--- src/rtl/mem_access_stage.sv ---
// MEM pipeline stage: data-memory loads/stores over a req/gnt/rvalid bus, writeback select, branch redirect.
// Optional bus watchdog enabled by defining MEM_TIMEOUT_EN (limit set by TIMEOUT_CYCLES).
package mem_access_pkg;
   typedef enum logic [1:0] {
      WB_SRC_ALU = 2'd0,
      WB_SRC_MEM = 2'd1,
      WB_SRC_PC4 = 2'd2,
      WB_SRC_IMM = 2'd3
   } wb_source_type;
endpackage

module mem_access_stage
   import mem_access_pkg::*;
#(
   parameter int TIMEOUT_CYCLES = 64
) (
   input  logic          clk_i,
   input  logic          rst,
   input  logic          flush_i,
   input  logic [4:0]    mem_rd_i,
   input  logic          mem_alu_zero_i,
   input  logic [31:0]   mem_alu_result_i,
   input  logic [31:0]   mem_pc_4_i,
   input  logic [31:0]   mem_pc_imm_i,
   input  logic [31:0]   mem_store_data_i,
   input  logic [1:0]    mem_size_i,
   input  logic          mem_unsigned_i,
   input  logic          mem_memwrite_en_i,
   input  logic          mem_memread_en_i,
   input  logic          mem_branch_i,
   input  logic          mem_jmp_i,
   input  logic          mem_wb_en_i,
   input  wb_source_type mem_wb_src_i,
   output logic          dmem_req_o,
   output logic          dmem_we_o,
   output logic [31:0]   dmem_addr_o,
   output logic [3:0]    dmem_be_o,
   output logic [31:0]   dmem_wdata_o,
   input  logic          dmem_gnt_i,
   input  logic          dmem_rvalid_i,
   input  logic [31:0]   dmem_rdata_i,
   output logic          stall_o,
   output logic [4:0]    wb_rd_o,
   output logic          wb_en_o,
   output logic [31:0]   wb_data_o,
   output logic          pc_redirect_o,
   output logic [31:0]   pc_target_o,
   output logic          misalign_o,
   output logic          bus_err_o
);

   typedef enum logic [1:0] {IDLE, REQ, RESP, DONE} state_t;

   state_t      state, state_next;
   logic [31:0] load_data_q, load_data_next;
   logic        kill_q, kill_next;
   logic        mem_op, misalign, aligned_op, timeout;

   function automatic logic [3:0] byte_enables(input logic [1:0] size, input logic [1:0] a);
      case (size)
         2'b00:   return 4'b0001 << a;
         2'b01:   return 4'b0011 << a;
         default: return 4'b1111;
      endcase
   endfunction

   function automatic logic [31:0] replicate_store(input logic [1:0] size, input logic [31:0] d);
      case (size)
         2'b00:   return {4{d[7:0]}};
         2'b01:   return {2{d[15:0]}};
         default: return d;
      endcase
   endfunction

   // Shift the addressed lane down to bit 0, then extend to 32 bits.
   function automatic logic [31:0] format_load(input logic [31:0] rdata, input logic [1:0] size,
                                               input logic [1:0] a, input logic uns);
      logic [31:0]        shifted;
      logic signed [7:0]  b;
      logic signed [15:0] h;
      shifted = rdata >> {a, 3'b000};
      b = shifted[7:0];
      h = shifted[15:0];
      case (size)
         2'b00:   return uns ? {24'd0, b} : {{24{b[7]}}, b};
         2'b01:   return uns ? {16'd0, h} : {{16{h[15]}}, h};
         default: return shifted;
      endcase
   endfunction

   assign mem_op     = mem_memread_en_i | mem_memwrite_en_i;
   assign misalign   = mem_op & (((mem_size_i == 2'b01) & mem_alu_result_i[0]) |
                                 (mem_size_i[1] & (mem_alu_result_i[1:0] != 2'b00)));
   assign aligned_op = mem_op & ~misalign & ~flush_i;
   assign misalign_o = misalign & ~flush_i;

   assign dmem_we_o    = mem_memwrite_en_i;
   assign dmem_addr_o  = {mem_alu_result_i[31:2], 2'b00};
   assign dmem_be_o    = byte_enables(mem_size_i, mem_alu_result_i[1:0]);
   assign dmem_wdata_o = replicate_store(mem_size_i, mem_store_data_i);

   always_ff @(posedge clk_i) begin
      if (rst) begin
         state       <= IDLE;
         load_data_q <= '0;
         kill_q      <= 1'b0;
      end else begin
         state       <= state_next;
         load_data_q <= load_data_next;
         kill_q      <= kill_next;
      end
   end

   always_comb begin
      state_next     = state;
      load_data_next = load_data_q;
      kill_next      = kill_q;
      dmem_req_o     = 1'b0;
      stall_o        = 1'b0;
      unique case (state)
         IDLE: begin
            if (aligned_op) begin
               dmem_req_o = 1'b1;
               stall_o    = 1'b1;
               if (dmem_gnt_i) state_next = mem_memwrite_en_i ? DONE : RESP;
               else            state_next = REQ;
            end
         end
         REQ: begin
            // Withdrawal is only legal here, before the slave has granted.
            if (flush_i) begin
               state_next = IDLE;
            end else begin
               dmem_req_o = 1'b1;
               stall_o    = 1'b1;
               if (dmem_gnt_i) begin
                  state_next = mem_memwrite_en_i ? DONE : RESP;
               end else if (timeout) begin
                  state_next     = DONE;
                  load_data_next = '0;
               end
            end
         end
         RESP: begin
            stall_o = 1'b1;
            if (dmem_rvalid_i) begin
               kill_next = 1'b0;
               if (kill_q | flush_i) begin
                  state_next = IDLE;
               end else begin
                  state_next     = DONE;
                  load_data_next = format_load(dmem_rdata_i, mem_size_i,
                                               mem_alu_result_i[1:0], mem_unsigned_i);
               end
            end else if (timeout) begin
               kill_next      = 1'b0;
               load_data_next = '0;
               state_next     = (kill_q | flush_i) ? IDLE : DONE;
            end else if (flush_i) begin
               kill_next = 1'b1;
            end
         end
         DONE: state_next = IDLE;
         default: state_next = IDLE;
      endcase
   end

`ifdef MEM_TIMEOUT_EN
   logic [15:0] watchdog;
   logic        in_wait, stay_wait;

   assign in_wait   = (state == REQ) || (state == RESP);
   assign stay_wait = (state_next == REQ) || (state_next == RESP);
   assign timeout   = in_wait && (watchdog == 16'(TIMEOUT_CYCLES - 1));

   always_ff @(posedge clk_i) begin
      if (rst) begin
         watchdog  <= '0;
         bus_err_o <= 1'b0;
      end else begin
         watchdog  <= (in_wait && stay_wait) ? watchdog + 16'd1 : 16'd0;
         bus_err_o <= timeout && (((state == REQ) && !flush_i && !dmem_gnt_i) ||
                                  ((state == RESP) && !dmem_rvalid_i));
      end
   end
`else
   assign timeout   = 1'b0;
   assign bus_err_o = 1'b0;
`endif

   always_comb begin
      case (mem_wb_src_i)
         WB_SRC_MEM: wb_data_o = load_data_q;
         WB_SRC_PC4: wb_data_o = mem_pc_4_i;
         default:    wb_data_o = mem_alu_result_i;
      endcase
   end

   assign wb_rd_o       = mem_rd_i;
   assign wb_en_o       = mem_wb_en_i & ~flush_i & ~misalign &
                          ~(mem_memread_en_i && (state != DONE));
   assign pc_redirect_o = ~flush_i & (mem_jmp_i | (mem_branch_i & mem_alu_zero_i));
   assign pc_target_o   = mem_pc_imm_i;

endmodule

--- config.mk ---
export PLATFORM = sky130hd
export DESIGN_NAME = mem_access_stage
export DESIGN_NICKNAME = d
export VERILOG_FILES = /design/src/rtl/mem_access_stage.sv
export SDC_FILE = /design/constraint.sdc
export NUM_CORES = 1
export LEC_CHECK = 0
export BUFFER_PORTS_ARGS = -buffer_cell sky130_fd_sc_hd__clkbuf_2
export CORE_AREA = 2 2 125 127
export DETAILED_ROUTE_END_ITERATION = 10
export DIE_AREA = 0 0 127 129
export PLACE_DENSITY = 0.54
export SETUP_SLACK_MARGIN = 0.4
export SLEW_MARGIN = 25
export SYNTH_ARGS = -nofsm -noshare
export SYNTH_HDL_FRONTEND = slang
export SYNTH_SLANG_ARGS = --single-unit
--- constraint.sdc ---
create_clock -name clk_i -period 3.15 [get_ports clk_i]
set_clock_uncertainty 0.1 [all_clocks]
set_input_delay 0.1575 -clock clk_i [delete_from_list [all_inputs] [get_ports clk_i]]
set_output_delay 0.1575 -clock clk_i [all_outputs]
set_load 0.05 [all_outputs]
==> reports/qor.txt <==
status = finished clean
cell leakage power = 0.00218 uW
CP max stage delay = 630 ps
Post-Syn Instances = 500
GRT Max-Usage Layer = met2
area of the multi-input gates = 2140 sq um
CTS Hold Bufs = 0
crit path DAT = 2120 ps
hold_sp = dmem_rvalid_i
Hold Crit Depth = 2
critical path cell sequence = nor2b_4, nand3_2, a31oi_4, a211oi_1
die area = 16,400 sq um
routed via count = 3,889
setup slack, reg-to-reg = 1050 ps
post-cts sizing count = 0
worst-skew pair later-pin latency = 280 ps
post-detail-place hpwl = 10,600 microns
Max-Cap Viols = 0
Die X-Extent = 127 microns
Longest Clk Path Bufs = 2
Synth top area share = 19.2%
CTS clock-pin slew for the worst setup and hold paths = 60 ps
Hold Crit Class = in -> reg
CTS buffer count = 5
count of final hold-check violations = 0
# IOs = 325
FMAX = 476 MHz
ANT nets after route = 0
# rows = 45
antenna violations before repair = 0
H-tree levels = 2
CTS tree = built
crit path capture type = flip-flop
Final setup viols = 0
Setup WS post-layout = 1050 ps
Final TNS setup = 0 ps
# DRC = 0
final wirelength = 12,900 microns
drt pass-1 iters = 4
hold endpoint = kill_q$_SDFFE_PP0P_
Total GRT Usage = 14.9%
sequential share of the synthesized area = 19.2%
PortBufs = 247
Nets = 823
Slew @ Worst Pin = 901 ps
routability-driven placement congestion ratio = 0.757
largest net degree at the start of global routing = 65
# fillers = 1,665
via/cell ratio = 4.69
GR Util met2 = 28.3%
Die Ht = 129 microns
Reg2Reg Depth = 4
Final min period = 2100 ps
clock root buffer = clkbuf_16
worst path bufs/invs = 0
unique cell type count in the Yosys netlist = 41
Required @ worst endpoint = 3170 ps
Clock Sinks = 35
Yosys top cell by area = dfxtp_1
R2R Path Start = state[1]$_SDFFE_PP0P_
Post-CTS Setup Bufs = 0
Power Dens Cells = 414 nW/um^2
Top Family by Delay on Critical Path = compound AO/OA/AOI/OAI gates
Register Area = 701 sq um
GR Util met1 = 17.4%
first-pass GRT wire length = 19,200 microns
Post-Place Worst Slack = 1030 ps
grt total ovfl = 0
Final Cycle Share = 66.7%
top cells by area, synth = dfxtp_1 19%, buf_4 17%, nand2_1 11%, mux2i_1 7.4%, a22oi_1 6.8%
Yosys Warn Count = 0
CP max-delay cell = a31oi_4
Worst Path Max Fanout = 16
post-route core utilization = 30.2%
core area = 15,000 sq um
worst r2r dst = load_data_q[17]$_SDFFE_PP0P_
worst vdd ir = 0.198 mV
Syn Area/Cell = 7.30 sq um
share of cells above drive strength 1 = 45.9%
RSZ-0062 raised after global routing = no
DR iter-0 viols = 162
Area Overhead vs Synth = 24.1%
CP Class = reg -> reg
ant diodes = 0
met3 usage = 2.66%
Slew Limit Fails = 0
wire per inst = 15.6 microns
synthesis-stage register bit count = 35
vias in the first global route = 3,615
Worst slew margin = 39.9%
initial core utilization = 24.4%
Netlist Area Pre-Place = 3650 sq um
critical path startpoint category = flip-flop
==> worst max-delay path by stage <==
stage                     startpoint                      endpoint  cells after the start
2_1_floorplan        mem_wb_src_i[0]                 wb_data_o[23]                      5
3_3_place_gp   state[1]$_SDFFE_PP0P_  load_data_q[31]$_SDFFE_PP0P_                      4
3_5_place_dp   state[1]$_SDFFE_PP0P_  load_data_q[17]$_SDFFE_PP0P_                      4
4_1_cts        state[1]$_SDFFE_PP0P_  load_data_q[17]$_SDFFE_PP0P_                      4
5_1_grt        state[1]$_SDFFE_PP0P_  load_data_q[20]$_SDFFE_PP0P_                      4
6_report       state[1]$_SDFFE_PP0P_  load_data_q[17]$_SDFFE_PP0P_                      4
==> synth_stat cells (all sizes together) <==
master / n
a311oi: 1
a22oi: 33
a21boi: 1
nor2: 34
clkbuf: 21
inv: 4
buf: 99
o211ai: 7
o2bb2ai: 7
nand2: 104
a211oi: 26
nand2b: 3
o2111ai: 1
ha: 2
nor2b: 5
a31oi: 1
o211a: 1
o21bai: 3
and3: 2
conb: 1
or2: 1
a21oi: 16
o21ai: 41
nand3: 2
mux2i: 27
mux2: 16
a22o: 1
o21a: 2
dfxtp: 35
nor3: 1
o22ai: 1
a221oi: 1
==> state kept, by name (all words and copies together) (netlist names) <==
name / cells
kill_q: 1
load_data_q: 32
state: 2
==> routing by layer <==
metal  wire [microns]  vias to the layer above
li1                 -                     1952
met1             5190                     1731
met2             6690                      190
met3              946                       16
met4              116                        0
met5                0                        -
==> cell families (layout without fill, tap and decap cells) <==
logic type | after synthesis | count (layout) | share of synthesized area, %
compound gates | 143 | 143 | 28.3
fa+ha+maj | 2 | 2 | 0.686
buf+inv | 124 | 263 | 22.4
flops | 35 | 35 | 19.2
mux | 43 | 43 | 12.3
other cells | 1 | 3 | 0.103
simple gates | 152 | 152 | 17.0
==> power by group <==
group	switching, uW	leakage (uW)	internal [uW]	total (uW)
Combinational	620	0.00181	227	847
Sequential	10.7	0.000283	454	464
Clock	192	0.0000838	373	565
Total	823	0.00218	1050	1880
==> layout by cell type, fill, tap and decap left out, types with 2 or more instances in the layout <==
master       n
nand2b_1     2
a211oi_2    10
nor2_1      34
clkbuf_2   247
nand2_1    104
clkbuf_16    5
nor2b_1      4
conb_1       3
o21bai_1     3
a211oi_1    16
buf_4        4
o21a_1       2
inv_1        3
and3_1       2
mux2_2      16
a22oi_1     33
mux2i_1     27
o21ai_0     41
o211ai_1     7
a21oi_1     15
o2bb2ai_1    7
dfxtp_1     35
==> metrics by stage <==
step,power (uW),cells,hold WS (ps),area [sq um]
after CTS,1890,829,37.5,4530
after global placement,1330,821,215,4360
final,1880,829,41.6,4530
after floorplan,1250,502,154,3660
after global routing,1960,829,63.8,4530
after detailed placement,1320,821,215,4360
==> layout make-up <==
class,instances,share of cell area (%)
repair buffers,251,28.0
clock buffers,5,2.76
flip-flops and latches,35,15.5
well taps,188,5.19
clock inverters,3,0.967
multi-input cells,343,47.3
inverters,4,0.332
No activity file was read; power rests on OpenSTA's default activity.
